File: src/rtl/mdu_iter_if.sv
// Request/response bundle between the controller's MDop path and mdu_iter.
// MDU_HILO_WR_EN adds the MTHI/MTLO write signals.
interface mdu_iter_if #(
    parameter int unsigned WIDTH = 32
);
    logic             start;
    logic [1:0]       op;
    logic [WIDTH-1:0] a;
    logic [WIDTH-1:0] b;
    logic             busy;
    logic             ready;
    logic [WIDTH-1:0] hi;
    logic [WIDTH-1:0] lo;
    logic             divz;
`ifdef MDU_HILO_WR_EN
    logic [1:0]       hilo_we;
    logic [WIDTH-1:0] hilo_wd;
`endif

    modport master (
`ifdef MDU_HILO_WR_EN
        output hilo_we, hilo_wd,
`endif
        output start, op, a, b,
        input  busy, ready, hi, lo, divz
    );

    modport slave (
`ifdef MDU_HILO_WR_EN
        input  hilo_we, hilo_wd,
`endif
        input  start, op, a, b,
        output busy, ready, hi, lo, divz
    );
endinterface

File: src/rtl/mdu_iter.sv
// Iterative multiply/divide unit: shift-add multiply, restoring divide, WIDTH iterations.
// Optional MTHI/MTLO write port enabled by macro MDU_HILO_WR_EN.
module mdu_iter #(
    parameter int unsigned WIDTH = 32,
    parameter int unsigned CNT_W = 6
) (
    input logic        clk,
    input logic        reset,
    mdu_iter_if.slave  bus
);
    typedef enum logic [1:0] {IDLE, CALC, FIX, DONE} state_t;

    state_t               state;
    logic [1:0]           op_q;
    logic                 neg_res;
    logic                 neg_dvd;
    logic [CNT_W-1:0]     cnt;
    logic [2*WIDTH-1:0]   acc;
    logic [WIDTH-1:0]     opnd;
    logic                 busy_q;
    logic                 ready_q;
    logic                 divz_q;
    logic [WIDTH-1:0]     hi_q;
    logic [WIDTH-1:0]     lo_q;

    logic [WIDTH-1:0]     a_abs_c;
    logic [WIDTH-1:0]     b_abs_c;
    logic [WIDTH:0]       mul_sum_c;
    logic [2*WIDTH-1:0]   mul_next_c;
    logic [WIDTH:0]       dvd_top_c;
    logic                 dvd_fits_c;
    logic [WIDTH-1:0]     rem_sub_c;
    logic [2*WIDTH-1:0]   div_next_c;
    logic [2*WIDTH-1:0]   prod_fix_c;
    logic [WIDTH-1:0]     quo_fix_c;
    logic [WIDTH-1:0]     rem_fix_c;

    // Operand magnitudes, one iteration step for each op, and final sign fix-up
    always_comb begin
        a_abs_c    = (bus.op[0] && bus.a[WIDTH-1]) ? -bus.a : bus.a;
        b_abs_c    = (bus.op[0] && bus.b[WIDTH-1]) ? -bus.b : bus.b;

        mul_sum_c  = {1'b0, acc[2*WIDTH-1:WIDTH]} + {1'b0, opnd};
        mul_next_c = acc[0] ? {mul_sum_c, acc[WIDTH-1:1]}
                            : {1'b0, acc[2*WIDTH-1:1]};

        // Top WIDTH+1 bits hold the partial remainder already shifted left by one
        dvd_top_c  = acc[2*WIDTH-1:WIDTH-1];
        dvd_fits_c = dvd_top_c >= {1'b0, opnd};
        rem_sub_c  = dvd_top_c[WIDTH-1:0] - opnd;
        div_next_c = dvd_fits_c ? {rem_sub_c, acc[WIDTH-2:0], 1'b1}
                                : {acc[2*WIDTH-2:0], 1'b0};

        prod_fix_c = neg_res ? -acc : acc;
        quo_fix_c  = neg_res ? -acc[WIDTH-1:0] : acc[WIDTH-1:0];
        rem_fix_c  = neg_dvd ? -acc[2*WIDTH-1:WIDTH] : acc[2*WIDTH-1:WIDTH];
    end

    always_ff @(posedge clk) begin
        if (reset) begin
            state   <= IDLE;
            op_q    <= 2'b00;
            neg_res <= 1'b0;
            neg_dvd <= 1'b0;
            cnt     <= '0;
            acc     <= '0;
            opnd    <= '0;
            busy_q  <= 1'b0;
            ready_q <= 1'b0;
            divz_q  <= 1'b0;
            hi_q    <= '0;
            lo_q    <= '0;
        end else begin
            ready_q <= 1'b0;
`ifdef MDU_HILO_WR_EN
            if (!busy_q) begin
                if (bus.hilo_we[1]) hi_q <= bus.hilo_wd;
                if (bus.hilo_we[0]) lo_q <= bus.hilo_wd;
            end
`endif
            case (state)
                IDLE, DONE: begin
                    if (bus.start) begin
                        op_q    <= bus.op;
                        neg_res <= bus.op[0] & (bus.a[WIDTH-1] ^ bus.b[WIDTH-1]);
                        neg_dvd <= bus.op[0] & bus.a[WIDTH-1];
                        cnt     <= '0;
                        busy_q  <= 1'b1;
                        if (bus.op[1] && (bus.b == '0)) begin
                            // Divide by zero skips the iterations; keep raw a for hi
                            divz_q <= 1'b1;
                            acc    <= {bus.a, {WIDTH{1'b0}}};
                            state  <= FIX;
                        end else begin
                            divz_q <= 1'b0;
                            opnd   <= bus.op[1] ? b_abs_c : a_abs_c;
                            acc    <= {{WIDTH{1'b0}}, bus.op[1] ? a_abs_c : b_abs_c};
                            state  <= CALC;
                        end
                    end else begin
                        state <= IDLE;
                    end
                end
                CALC: begin
                    acc <= op_q[1] ? div_next_c : mul_next_c;
                    cnt <= cnt + CNT_W'(1);
                    if (cnt == CNT_W'(WIDTH - 1)) state <= FIX;
                end
                FIX: begin
                    if (divz_q) begin
                        hi_q <= acc[2*WIDTH-1:WIDTH];
                        lo_q <= {WIDTH{1'b1}};
                    end else if (op_q[1]) begin
                        hi_q <= rem_fix_c;
                        lo_q <= quo_fix_c;
                    end else begin
                        hi_q <= prod_fix_c[2*WIDTH-1:WIDTH];
                        lo_q <= prod_fix_c[WIDTH-1:0];
                    end
                    busy_q  <= 1'b0;
                    ready_q <= 1'b1;
                    state   <= DONE;
                end
                default: state <= IDLE;
            endcase
        end
    end

    assign bus.busy  = busy_q;
    assign bus.ready = ready_q;
    assign bus.hi    = hi_q;
    assign bus.lo    = lo_q;
    assign bus.divz  = divz_q;
endmodule

File: src/flat_wrapper.sv
// flat-port wrapper written by rule: the top's interface ports become plain ports
module mdu_iter_flat 
#(
    parameter int unsigned WIDTH = 32,
    parameter int unsigned CNT_W = 6
)
  (clk, reset, bus_start, bus_op, bus_a, bus_b, bus_busy, bus_ready, bus_hi, bus_lo, bus_divz);
  mdu_iter_if #(.WIDTH(WIDTH)) bus_i ();
  input logic clk;
  input logic reset;
  input wire logic [$bits(bus_i.start)-1:0] bus_start;
  input wire logic [$bits(bus_i.op)-1:0] bus_op;
  input wire logic [$bits(bus_i.a)-1:0] bus_a;
  input wire logic [$bits(bus_i.b)-1:0] bus_b;
  output wire logic [$bits(bus_i.busy)-1:0] bus_busy;
  output wire logic [$bits(bus_i.ready)-1:0] bus_ready;
  output wire logic [$bits(bus_i.hi)-1:0] bus_hi;
  output wire logic [$bits(bus_i.lo)-1:0] bus_lo;
  output wire logic [$bits(bus_i.divz)-1:0] bus_divz;
  assign bus_i.start = bus_start;
  assign bus_i.op = bus_op;
  assign bus_i.a = bus_a;
  assign bus_i.b = bus_b;
  assign bus_busy = bus_i.busy;
  assign bus_ready = bus_i.ready;
  assign bus_hi = bus_i.hi;
  assign bus_lo = bus_i.lo;
  assign bus_divz = bus_i.divz;
  mdu_iter #(.WIDTH(WIDTH), .CNT_W(CNT_W)) u_core (.clk(clk), .reset(reset), .bus(bus_i));
endmodule
File: config.mk
export PLATFORM = sky130hd
export DESIGN_NAME = mdu_iter_flat
export DESIGN_NICKNAME = d
export VERILOG_FILES = /design/src/rtl/mdu_iter_if.sv /design/src/rtl/mdu_iter.sv /design/src/flat_wrapper.sv
export SDC_FILE = /design/constraint.sdc
export NUM_CORES = 1
export LEC_CHECK = 0
export BUFFER_PORTS_ARGS = -buffer_cell sky130_fd_sc_hd__buf_2
export CORE_ASPECT_RATIO = 1.75
export CORE_UTILIZATION = 30
export CTS_CLUSTER_DIAMETER = 80
export DETAILED_ROUTE_END_ITERATION = 8
export GPL_TIMING_DRIVEN = 0
export HOLD_SLACK_MARGIN = 0.02
export SYNTH_ARGS = -nofsm -noshare
export SYNTH_HDL_FRONTEND = slang
export SYNTH_SLANG_ARGS = --single-unit
export TNS_END_PERCENT = 1
File: constraint.sdc
create_clock -name clk -period 7.82 [get_ports clk]
set_clock_uncertainty 0.05 [all_clocks]
set_input_delay 0 -clock clk [delete_from_list [all_inputs] [get_ports clk]]
set_output_delay 0 -clock clk [all_outputs]
set_load 0.005 [all_outputs]
# [Yosys cells after proc, flatten, opt, wreduce, memory -nomap -nowiden]
# Index checks and enable logic that the tools add are counted.
[totals] output_inout_bits=67 regBits=175
[classes] n_reduce_logical=12 add_sub_neg=8 muxes=27 magnitude_cmp=1 bitwise=4 eq_ne=6
[op_table] operator="$mux 64" count=6
[op_table] operator="$mux 32" count=10
[op_table] operator="$neg 32->32" count=4
[op_table] operator="$pmux 64 s2" count=1
[op_table] operator="$neg 64->64" count=1
[op_table] operator="$add 32x32->33" count=1
[op_table] operator="$ge 33x32->1" count=1
[op_table] operator="$logic_not 32->1" count=1
[op_table] operator="$sub 32x32->32" count=1
[op_table] operator="$pmux 6 s2" count=1
[op_table] operator="$add 6x1->6 const B" count=1
[op_table] operator="$eq 6x5->1 const B" count=1
[op_table] operator="$mux 2" count=3
[op_table] operator="$mux 6" count=1
[op_table] operator="$pmux 2 s3" count=1
[op_table] operator="$reduce_and 2->1" count=3
[op_table] operator="$eq 2x2->1 const B" count=2
[op_table] operator="$reduce_bool 2->1" count=2
[op_table] operator="$logic_and 1x1->1" count=3
[op_table] operator="$mux 1" count=3
[op_table] operator="$reduce_and 3->1" count=1
[op_table] operator="$and 1x1->1" count=2
[op_table] operator="$eq 2x1->1 const B" count=1
[op_table] operator="$logic_not 2->1" count=1
[op_table] operator="6 further kinds" count=6

# [Depth between registers and ports, before layout]
# Gate-level depths: netlist of run 1.
[logic_depth] ltp_word=6 mapped_depth=13

# [Worst setup path after synthesis of run 1]
# OpenSTA, ideal clock, no wires.
[synth_timing] path_kind="register -> register" start="register u_core.acc[31]" end="register u_core.acc[62]" setup_time_ns=0.119 setup_slack_ns=4.752 t_required_ns=7.651 n_path_buf=0 stages_incl_launch_ff=14 arrival_time_ns=2.899 cell_sequence="dfxtp_1 -> inv_1 -> ha_1 -> inv_1 -> fa_1 -> a211oi_1 -> o21bai_1 -> a211o_1 -> o221ai_2 -> o21ai_1 -> a31oi_1 -> xnor2_1 -> a221o_1 -> o221a_1"
[synth_via] elab_chain_cells=4
[synth_lines] element="start, declared" line_no="mdu_iter.sv:18" source="logic [2*WIDTH-1:0] acc;"
[synth_lines] element="start signal, assigned" line_no="mdu_iter.sv:92" source="acc <= {bus.a, {WIDTH{1'b0}}};"
[synth_lines] element="start signal, assigned" line_no="mdu_iter.sv:97" source="acc <= {{WIDTH{1'b0}}, bus.op[1] ? a_abs_c : b_abs_c};"
[synth_lines] element="start signal, assigned" line_no="mdu_iter.sv:105" source="acc <= op_q[1] ? div_next_c : mul_next_c;"
[synth_lines] element="$sub 32x32->32 or $ge 33x32->1 (tied branches)" line_no="mdu_iter.sv:50, mdu_iter.sv:49"
[synth_lines] element="$mux 64 (*)" line_no="mdu_iter.sv:51" source="div_next_c = dvd_fits_c ? {rem_sub_c, acc[WIDTH-2:0], 1'b1}"
[synth_lines] element="$mux 64 (*)" line_no="mdu_iter.sv:105"
[synth_lines] element="$pmux 64 s2 (*)" line_no="mdu_iter.sv:81" source="case (state)"
# Mark *: on every way between the ends. The rest lies on a longest branch, timed or not.
# A chain may end at the register's enable or synchronous reset.

# [Worst setup path after layout of run 1]
[layout_timing] start="register u_core.acc[0]" end="register u_core.hi_q[22] (netlist: u_core.bus.hi[22])"
[layout_via] elab_chain_cells=4
[layout_lines] element="$neg 64->64" line_no="mdu_iter.sv:54" source="prod_fix_c = neg_res ? -acc : acc;"
[layout_lines] element="$mux 64" line_no="mdu_iter.sv:54"
[layout_lines] element="$mux 32" line_no="mdu_iter.sv:113" source="end else if (op_q[1]) begin"
[layout_lines] element="$mux 32" line_no="mdu_iter.sv:110" source="if (divz_q) begin"
[layout_lines] element="end signal, assigned" line_no="mdu_iter.sv:111" source="hi_q <= acc[2*WIDTH-1:WIDTH];"
[layout_lines] element="end signal, assigned" line_no="mdu_iter.sv:114" source="hi_q <= rem_fix_c;"
[layout_lines] element="end signal, assigned" line_no="mdu_iter.sv:117" source="hi_q <= prod_fix_c[2*WIDTH-1:WIDTH];"
[layout_lines] element="end, declared" line_no="mdu_iter.sv:23" source="logic [WIDTH-1:0] hi_q;"
# Every way passes these cells.

==> results.md, run 1 <==
- Pwr Density: 502 nW/µm²
- Cell leakage power: 6.64 nW
- YS warnings: 0
- H-tree depth: 4
- Worst Path Max Fanout: 8
- Fin crit share: 58.5%
- Critical path cell sequence: clkbuf_1 -> clkinv_1 -> ha_1 -> nand4_1 -> or3_1 -> clkbuf_1 -> nor3_1 -> a211oi_1 -> o21ai_0 -> xor2_1 -> a211oi_1
- Final setup TNS: 0 ns
- Hold crit path type: in -> reg
- Slew margin rel.: 17.0%
- Commonest cells in the netlist: nor2_1, nand2_1, a21oi_1, dfxtp_1, clkbuf_1
- Synthesis-stage register bit count: 174
- Largest net degree at the start of global routing: 20
- Post-Route WL: 81,400 µm
- GPL Wtd Cong: 1.00
- Post-route ant nets: 0
- Max_cap viols: 0
- WP buf/inv: 3
- Reg2reg setup slack: 3.25 ns
- Root Driver: clkbuf_16
- Worst reg2reg startpoint: u_core.acc[0]$_SDFFE_PP0P_
- Cell Rows: 108
- Peak VDD IR: 0.227 mV
- Worst EP required: 8.15 ns
- Finish-stage setup viols: 0
- Sequential area share after synthesis: 23.1%
- Most common cell in the synthesized netlist: nor2_1
- Total track usage: 31.6%
- Fmax: 219 MHz
- Drt first pass iters: 5
- I/O Buffers: 132
- EDFF count, synth: 0
- Initial antenna violation count: 5
- Mapped Cells: 2,082
- CP max stage cell: a211oi_1
- Die Area: 51,300 µm²
- Diode count: 0
- Share of cells above drive strength 1: 10.6%
- CP Launch Type: flip-flop
- Synthesis-to-finish area growth: 15.5%
- # IOs: 136
- CTS sink count: 174
- Die Width: 172 µm
- Slowest stage delay, CP: 0.95 ns
- Worst reg2reg path depth: 11
- Worst-case clock buffer depth: 2
- Pwr Total: 8.75 mW
- R2R Path End: u_core.bus.hi[22]$_SDFFE_PP0P_
- CP arrival: 4.90 ns
- Cells taking the most area after synthesis: dfxtp_1, xnor2_1, a21oi_1, ha_1, nor2_1
- DPL Wire Length: 64,200 µm
- Die H: 299 µm
- Mapped Area: 15,100 µm²
- Core ar.: 49,600 µm²
- DR DRC count: 0
- Clock Latency Late Sink: 0.47 ns
- First-iteration detailed-routing DRC count: 1,711
- Hold Crit Start: bus_b[25]
- Synth Area per Inst: 7.26 µm²
- CTS tree: done
- Routed wire per std cell: 27.8 µm
- Async SR Flop Fraction: 0%
- Count of different cell masters after synthesis: 85
- First-pass GRT wire length: 115,000 µm
- Main synth FF type: dfxtp_1
- Syn_nets: 2,224
- Outcome: finished clean
- Minimum clock period after layout: 4.57 ns
- WS Path Type: reg -> reg
- Hold Path End: u_core.opnd[25]$_SDFFE_PP0P_
- Vias post-DR: 17,512
- Vias per std cell: 5.98
- Final layout net count: 2,397
- Final core utilization: 35.2%
- Synth top area share: 23.1%
- Crit. End Element: flip-flop
- Vias in the first global route: 16,952
- Count of pins over their slew limit: 0
- Remaining global-route overflow: 0
- Worst-Margin Slew: 1.24 ns
- Final Hold Fails: 0
- TritonCTS Buffers: 17
- Worst-path clk slew: 0.09 ns
- Synth area leader: dfxtp_1
- CP top delay family: buffers and inverters
- Hold Path Depth: 4
- Unrepaired setup endpoints after global routing: false
- Initial core utilization: 30.5%
[cell type report]
type / instances / area [µm²]
fillers: 5403 / 32100
multi-input cells: 1690 / 10800
flip-flops and latches: 174 / 3480
repair buffers: 154 / 878
well taps: 660 / 826
plain buffers: 148 / 602
clock buffers: 18 / 429
inverters: 70 / 263
clock inverters: 14 / 193
[worst register-to-register path, delay by kind of cell (launching register included)]
| kind | cells | cell delay [ns] |
|---|---|---|
| AO/OA/AOI/OAI | 3 | 1.47 |
| XOR/XNOR | 1 | 0.21 |
| adder cells (fa/ha/maj) | 1 | 0.48 |
| buffers and inverters | 3 | 1.52 |
| flip-flops | 1 | 0.31 |
| AND/OR/NAND/NOR | 3 | 0.46 |
[where the power goes]
| part | total (mW) | internal, mW | switching [mW] |
|---|---|---|---|
| sequential | 1.72 | 1.20 | 0.521 |
| clock | 0.932 | 0.466 | 0.466 |
| combinational | 6.10 | 1.99 | 4.11 |
[worst max-delay path by stage]
stage	startpoint	endpoint	slack [ns]	cells after the start
final	u_core.acc[0]$_SDFFE_PP0P_	u_core.bus.hi[22]$_SDFFE_PP0P_	3.25	11
after global routing	u_core.acc[0]$_SDFFE_PP0P_	u_core.bus.hi[22]$_SDFFE_PP0P_	3.13	11
after CTS	u_core.opnd[11]$_SDFFE_PP0P_	u_core.acc[41]$_SDFFE_PP0P_	3.30	12
after detailed placement	u_core.opnd[11]$_SDFFE_PP0P_	u_core.acc[41]$_SDFFE_PP0P_	3.32	12
after global placement	u_core.opnd[1]$_SDFFE_PP0P_	u_core.acc[41]$_SDFFE_PP0P_	3.36	12
after floorplan	u_core.acc[31]$_SDFFE_PP0P_	u_core.acc[62]$_SDFFE_PP0P_	4.75	13
[layout by cell type (no fill, tap or decap), types with 9 or more instances in the layout]
cell and n:
inv_1 69, buf_1 15, clkbuf_16 17, nor4_1 18
xor2_1 54, o21ai_1 13, nor3_1 53, o21ai_0 105
or4_1 16, a221oi_1 16, mux2_2 22, nand4_1 20
nor2_1 234, nand2b_1 16, a21o_1 25, o41ai_1 16
a31oi_1 26, a221o_1 9, and3_1 11, a21oi_1 197
clkbuf_1 115, or3_1 18, mux2i_1 27, o31ai_1 27
dlygate4sd3_1 21, dfxtp_1 174, nand2_1 225, nand3_1 43
xnor2_1 113, o211ai_1 43, ha_1 71, buf_2 145
a211oi_1 88, nor2b_1 12, o22ai_1 33
[state kept, by name (all words and copies together) (netlist names)]
name              flops
u_core.cnt            6
u_core.bus.divz       1
u_core.opnd          32
u_core.bus.busy       1
u_core.bus.hi        32
u_core.neg_res        1
u_core.bus.ready      1
u_core.op_q           1
u_core.neg_dvd        1
u_core.bus.lo        32
u_core.acc           64
u_core.state          2
[kinds of logic (layout without fill, tap and decap cells)]
family / Yosys count / after routing / synth area share (%)
muxes: 49 / 49 / 3.43
adders and majority gates: 73 / 73 / 6.14
DFF: 174 / 174 / 23.1
buffers and inverters: 218 / 404 / 5.72
xor gates and xnor gates: 167 / 167 / 9.68
and+or+nand+nor: 705 / 705 / 21.5
AOI/OAI and AO/OA: 696 / 696 / 30.4
[routing by layer]
metal,track usage (%),routed length (µm),vias to the layer above
li1,-,-,8008
met1,31.7,27800,8322
met2,53.4,39000,838
met3,6.57,5610,338
met4,30.0,8950,6
met5,0,34,-
[what timing repair did]
item                       in CTS  in global routing
setup buffers                   0                  0
resized for setup               0                  0
hold buffers                   21                  0
hold endpoints to repair       23                  0
setup endpoints to repair       0                  0
[through the flow]
stage / std cells / hold WS [ns] / area (µm²) / setup WS [ns]
final: 2928 / 0.0264 / 17500 / 3.25
after global routing: 2928 / 0.0456 / 17500 / 3.13
after CTS: 2927 / 0.0271 / 17400 / 3.30
after detailed placement: 2874 / 0.286 / 16600 / 3.32
after global placement: 2874 / 0.272 / 16600 / 3.36
after floorplan: 2082 / 0.112 / 15100 / 4.75
Note: power is estimated with default switching activity, not from simulation.
==> inputs of run 2 (changes only) <==
==> constraint.sdc (replaced) <==
create_clock -name clk -period 3.8 [get_ports clk]
set_clock_uncertainty 0.05 [all_clocks]
set_input_delay 0 -clock clk [delete_from_list [all_inputs] [get_ports clk]]
set_output_delay 0 -clock clk [all_outputs]
set_load 0.005 [all_outputs]
==> run 2 against run 1 <==
The run now ends with capacitance limit, slew limit, setup timing left. First-iteration DRC count down 7.9%. Via count grew 0.31%. Final area grew 1.3%. Critical path depth shrank 4. Setup slack got worse by 3.4 ns. Sequential power grew 110%. Routed wire length about the same. Global-route usage is 0.075 points higher.
==> results.md, run 2 (synthesized netlist as in run 1, its figures left out) <==
- Outcome: finished, violations left
- Failing checks: capacitance limit, slew limit, setup timing
- Worst-case clock buffer depth: 2 (unchanged)
- Max reg flops: 64 (unchanged)
- CTS tree: done
- Crit. End Element: flip-flop
- TritonCTS Buffers: 17 (unchanged)
- Vias in the first global route: 16,846 (-0.63%)
- Share of cells above drive strength 1: 12.8% (+2.2 points)
- Vias per std cell: 6.00 (+0.31%)
- FF+latch area: 3510 µm² (+0.79%)
- I/O Buffers: 132 (unchanged)
- Hold Crit Start: bus_b[25]
- Fin crit share: 104% (+46 points)
- Setup Fix Bufs, Post-CTS: 0 (unchanged)
- Placed cells: 2,874 (unchanged)
- First-pass GRT wire length: 115,000 µm (+0.23%)
- Pwr Total: 18.4 mW (+110%)
- Most frequent cells in the layout: nor2_1, nand2_1, a21oi_1
- Largest net degree at the start of global routing: 20 (unchanged)
- Die Area: 51,300 µm² (unchanged)
- Max_cap viols: 1 (+1)
- Fmax: 252 MHz (+15%)
- Hold crit path type: in -> reg
- Pwr Density: 1040 nW/µm² (+110%)
- Fillcell total: 5,384 (-0.35%)
- CTS sink count: 174 (unchanged)
- Worst Path Max Fanout: 10 (+2)
- Pint: 7.70 mW (+110%)
- Worst-Margin Slew: 1.49 ns (+0.254 ns)
- Hold Path End: u_core.opnd[25]$_SDFFE_PP0P_
- Share of total power in the clock network: 10.4% (-0.2 points)
- # IOs: 136 (unchanged)
- Multi-input gate area in the final layout: 11,000 µm² (+1.8%)
- Post-route ant nets: 0 (unchanged)
- Initial core utilization: 30.5% (unchanged)
- Final layout net count: 2,396 (-0.042%)
- WS Path Type: reg -> reg
- Final Hold Fails: 0 (unchanged)
- CP arrival: 4.24 ns (-0.66 ns)
- Worst reg2reg startpoint: u_core.op_q[1]$_SDFFE_PP0P_
- DR DRC count: 0 (unchanged)
- Clock Latency Late Sink: 0.48 ns (about the same)
- Unrepaired setup endpoints after global routing: true
- H-tree depth: 4 (unchanged)
- First-iteration detailed-routing DRC count: 1,575 (-7.9%)
- Most flops, register: u_core.acc
- Minimum clock period after layout: 3.97 ns (-0.604 ns)
- Die H: 299 µm (unchanged)
- Worst EP required: 4.07 ns (-4.08 ns)
- Layout Cells excl Fill: 2,928 (unchanged)
- Cell leakage power: 6.70 nW (+0.87%)
- Synthesis-to-finish area growth: 17.0%
- Final core utilization: 35.6% (+0.45 points)
- Core ar.: 49,600 µm² (unchanged)
- Vias post-DR: 17,566 (+0.31%)
- Combinational Power Share: 70.2% (+0.5 points)
- Remaining global-route overflow: 0 (unchanged)
- Root Driver: clkbuf_16
- GPL Wtd Cong: 1.00 (unchanged)
- Count of pins over their slew limit: 1 (+1)
- WHS: 0.0257 ns (-0.000711 ns)
- Drt first pass iters: 6 (+1)
- Post-route setup slack: -0.169 ns (-3.42 ns)
- Placement Setup Slack: -0.697 ns (-4.02 ns)
- CP Launch Type: flip-flop
- Cell Rows: 108 (unchanged)
- Initial antenna violation count: 5 (unchanged)
- Total track usage: 31.7% (+0.075 points)
- Slew margin rel.: -0.0338% (-17 points)
- Peak VDD IR: 0.470 mV (+110%)
- Worst reg2reg path depth: 7 (-4)
- DPL Wire Length: 64,200 µm (unchanged)
- Commonest non-fill, non-tap cell in the layout: nor2_1
- Switching pwr: 10.7 mW (+110%)
- Hold Path Depth: 4 (unchanged)
- Die Width: 172 µm (unchanged)
- Finish-stage setup viols: 3 (+3)
- Routed wire per std cell: 27.8 µm (about the same)
- Post-Route WL: 81,400 µm (about the same)
- Sequential share of power: 19.3% (-0.3 points)
- Reg2reg setup slack: -0.17 ns (-3.42 ns)
- Sw Share: 58.1% (-0.19 points)
- Worst-path clk slew: 0.09 ns (about the same)
- R2R Path End: u_core.acc[33]$_SDFFE_PP0P_
[run 2: cell types whose count changed in the layout (fill, tap and decap cells not counted), moves of 4 or more]
cell | previous run | this run
a211oi_2 | 3 | 8
a211oi_1 | 88 | 82
dfxtp_1 | 174 | 152
nor2_1 | 234 | 230
nor2_2 | 1 | 5
dfxtp_2 | 0 | 22
[run 2: power by group through the flow]
stage	sequential [mW]	clock, mW	combinational [mW]
2_1_floorplan	2.99	0	7.93
3_3_place_gp	3.48	0	12.0
3_5_place_dp	3.49	0	12.0
4_1_cts	3.45	1.91	12.3
5_1_grt	3.58	1.98	13.8
6_report	3.55	1.92	12.9
[run 2: how the worst max path moves through the flow]
stage	cells after the start	end	slack, ns	from
after detailed placement	12	u_core.acc[41]$_SDFFE_PP0P_	-0.70	u_core.opnd[11]$_SDFFE_PP0P_
after global routing	7	u_core.acc[33]$_SDFFE_PP0P_	-0.13	u_core.op_q[1]$_SDFFE_PP0P_
after floorplan	13	u_core.acc[62]$_SDFFE_PP0P_	0.73	u_core.acc[31]$_SDFFE_PP0P_
after CTS	12	u_core.acc[60]$_SDFFE_PP0P_	-0.03	u_core.opnd[1]$_SDFFE_PP0P_
final	7	u_core.acc[33]$_SDFFE_PP0P_	-0.17	u_core.op_q[1]$_SDFFE_PP0P_
after global placement	12	u_core.acc[41]$_SDFFE_PP0P_	-0.66	u_core.opnd[1]$_SDFFE_PP0P_
[run 2: routing by layer]
metal	vias to the layer above	part of all wire [%]	GRT usage, %	wire length (µm)
li1	7992	-	-	-
met5	-	0.048	0	39
met1	8340	35	32.7	28300
met3	321	6.3	5.36	5150
met2	907	49	55.1	40000
met4	6	9.7	26.3	7940
[run 2: final cells by class]
cell class / instances / share of cell area, %
repair buffers: 153 / 4.93
multi-input cells: 1690 / 62.1
clock buffers: 18 / 2.43
clock inverters: 14 / 1.09
inverters: 70 / 1.49
flip-flops and latches: 174 / 19.9
diodes: 1 / 0.0142
plain buffers: 148 / 3.45
well taps: 660 / 4.67
[run 2: through the flow]
stage / cell area (µm²) / TNS [ns]
2_1_floorplan: 15100 / 0
3_3_place_gp: 16600 / -3.52
3_5_place_dp: 16600 / -3.16
4_1_cts: 17500 / -0.0276
5_1_grt: 17700 / -0.320
6_report: 17700 / -0.282
[run 2: worst max-delay path: stages (launching register included)]
cell      delay [ns]
dfxtp_1         0.39
buf_1           0.49
clkbuf_1        0.59
buf_1           0.81
buf_1           0.74
a31oi_1         0.33
a211oi_1        0.33
a211oi_1        0.08
[run 2: timing repair]
| item | CTS | global route |
|---|---|---|
| hold endpoints to repair | 23 | 0 |
| endpoints found under the setup margin | 19 | 33 |
| resized for setup | 23 | 43 |
| pin swaps | 1 | 3 |
| hold buffers | 21 | 0 |
==> inputs of run 3 (changes only) <==
--- a/config.mk
+++ b/config.mk
@@ -7,6 +7,7 @@
 export LEC_CHECK = 0
 export BUFFER_PORTS_ARGS = -buffer_cell sky130_fd_sc_hd__buf_2
 export CORE_ASPECT_RATIO = 1.75
+export CORE_MARGIN = 4
 export CORE_UTILIZATION = 30
 export CTS_CLUSTER_DIAMETER = 80
 export DETAILED_ROUTE_END_ITERATION = 8
==> constraint.sdc (replaced) <==
create_clock -name clk -period 3.8 [get_ports clk]
set_clock_uncertainty 0.05 [all_clocks]
set_input_delay 0.38 -clock clk [delete_from_list [all_inputs] [get_ports clk]]
set_output_delay 0.38 -clock clk [all_outputs]
set_load 0.005 [all_outputs]
==> run 3 against run 2 <==
The flow finishes with violations (capacitance limit, setup timing). Register-to-register slack worse by 0.05 ns. Total power decreased by 3.7%. Count of clock-buffer cells in the layout shrank 1. Via count decreased by 1.1%. Utilization is 0.75 points lower. Setup slack worse by 0.050 ns. Critical path type unchanged. Highest routed layer is now met4.
==> results.md, run 3 (synthesized netlist as in run 1, its figures left out) <==
- Outcome: finished, violations left
- Failing checks: capacitance limit, setup timing
- Hold Path Depth: 3 (-1)
- Die H: 305 µm (+2.0%)
- GPL Wtd Cong: 1.01 (+0.31%)
- Cell Rows: 108 (unchanged)
- Hold Buf Count CTS: 0 (-100%)
- Unrepaired setup endpoints after global routing: true
- Die Area: 54,200 µm² (+5.6%)
- Count of pins over their slew limit: 0 (-1)
- Final core utilization: 34.9% (-0.75 points)
- WS Path Type: reg -> reg
- Reg2reg setup slack: -0.22 ns (-0.05 ns)
- Worst-case clock buffer depth: 2 (unchanged)
- Routed wire per std cell: 27.2 µm (-2.3%)
- Fin crit share: 106% (+1.3 points)
- Worst-path clk slew: 0.07 ns (-0.02 ns)
- Drt first pass iters: 6 (unchanged)
- Peak VDD IR: 0.418 mV (-11%)
- Largest net degree at the start of global routing: 21 (+5.0%)
- Die Width: 178 µm (+3.5%)
- Slew margin rel.: 0.684% (+0.72 points)
- Post-route setup slack: -0.220 ns (-0.0504 ns)
- Fmax: 249 MHz (-1.3%)
- Most flops, register: u_core.acc
- First-iteration detailed-routing DRC count: 1,547 (-1.8%)
- # IOs: 136 (unchanged)
- Commonest non-fill, non-tap cell in the layout: nor2_1
- Clock Latency Late Sink: 0.47 ns (about the same)
- Remaining global-route overflow: 0 (unchanged)
- TritonCTS Buffers: 17 (unchanged)
- Core ar.: 49,700 µm² (+0.27%)
- CTS sink count: 174 (unchanged)
- Most frequent cells in the layout: nor2_1, nand2_1, a21oi_1
- Crit. End Element: flip-flop
- Pwr Density: 1020 nW/µm² (-1.9%)
- Max reg flops: 64 (unchanged)
- Synthesis-to-finish area growth: 14.8%
- Worst EP required: 4.09 ns (+0.02 ns)
- Final layout net count: 2,374 (-0.92%)
- Worst Path Max Fanout: 10 (unchanged)
- First-pass GRT wire length: 114,000 µm (-1.6%)
- Root Driver: clkbuf_16
- CP arrival: 4.31 ns (+0.07 ns)
- Vias post-DR: 17,372 (-1.1%)
- Minimum clock period after layout: 4.02 ns (+0.0504 ns)
- Final Hold Fails: 0 (unchanged)
- Total track usage: 28.4% (-3.3 points)
- DPL Wire Length: 63,200 µm (-1.5%)
- Share of cells above drive strength 1: 12.2% (-0.59 points)
- Worst reg2reg path depth: 12 (+5)
- DR DRC count: 0 (unchanged)
- Hold crit path type: in -> reg
- Final setup TNS: -0.555 ns (-0.272 ns)
- Vias in the first global route: 17,118 (+1.6%)
- Vias per std cell: 5.98 (-0.36%)
- Initial antenna violation count: 4 (-1)
- Finish-stage setup viols: 7 (+4)
- Cell leakage power: 6.58 nW (-1.7%)
- I/O Buffers: 132 (unchanged)
- WHS: 0.256 ns (+0.230 ns)
- Fillcell total: 5,545 (+3.0%)
- CTS tree: done
- Post-Route WL: 78,900 µm (-3.1%)
- H-tree depth: 4 (unchanged)
- CP Launch Type: flip-flop
- Worst-Margin Slew: 1.48 ns (-0.0107 ns)
- Post-route ant nets: 0 (unchanged)
- Max_cap viols: 1 (unchanged)
- Initial core utilization: 30.4% (-0.083 points)
==> run 3: routing by layer <==
metal  up-vias  GRT usage (%)  part of all wire, %
met5         -              0                    0
met4         0           22.5                   10
met3       331           4.54                  6.2
met2       874           50.1                   49
met1      8226           29.2                   34
li1       7941              -                    -
==> run 3: path summary, 6_finish.rpt <==
check,start,to
worst max-delay path,u_core.opnd[6]$_SDFFE_PP0P_,u_core.acc[41]$_SDFFE_PP0P_
worst min-delay path,bus_start,u_core.state[1]$_SDFFE_PP0P_
worst max register to register,u_core.opnd[6]$_SDFFE_PP0P_,u_core.acc[41]$_SDFFE_PP0P_
worst min register to register,u_core.bus.hi[11]$_SDFFE_PP0P_,u_core.bus.hi[11]$_SDFFE_PP0P_
==> run 3: final cells by class <==
class	instances	area [µm²]	area share, %
repair buffers	132	661	3.81
diodes	1	2.50	0.0144
clock inverters	15	185	1.07
clock buffers	17	425	2.45
inverters	70	264	1.52
flip-flops and latches	174	3500	20.2
well taps	660	826	4.76
multi-input cells	1690	10900	62.7
plain buffers	147	607	3.50
==> run 3: critical path, cell delays in order, from the launching register on <==
cell      delay [ns]
dfxtp_1         0.56
inv_1           0.09
ha_1            0.38
and3_1          0.25
nor2b_1         0.38
a41oi_1         0.22
o21ai_1         0.23
a311o_1         0.30
nor2_1          0.15
clkbuf_4        0.25
o41ai_4         0.41
a32oi_1         0.23
a211oi_4        0.40
==> run 3: power breakdown <==
group          switching [mW]  internal [mW]
logic                    8.19           4.16
registers               0.981           2.48
clock network           0.962          0.899
==> run 3: stage by stage <==
step / instances / worst slack (ns) / cell area [µm²] / power [mW]
floorplan: 2082 / 0.732 / 15100 / 10.9
global placement: 2874 / -0.719 / 16600 / 15.1
detailed placement: 2874 / -0.660 / 16600 / 15.2
CTS: 2906 / -0.0518 / 17300 / 17.2
global route: 2905 / -0.250 / 17300 / 18.6
finish: 2906 / -0.220 / 17300 / 17.7
==> run 3: timing repair <==
action / in CTS / in global routing
setup endpoints to repair: 18 / 30
pin swaps: 0 / 2
gates resized for setup: 21 / 26
buffers inserted: 0 / 0
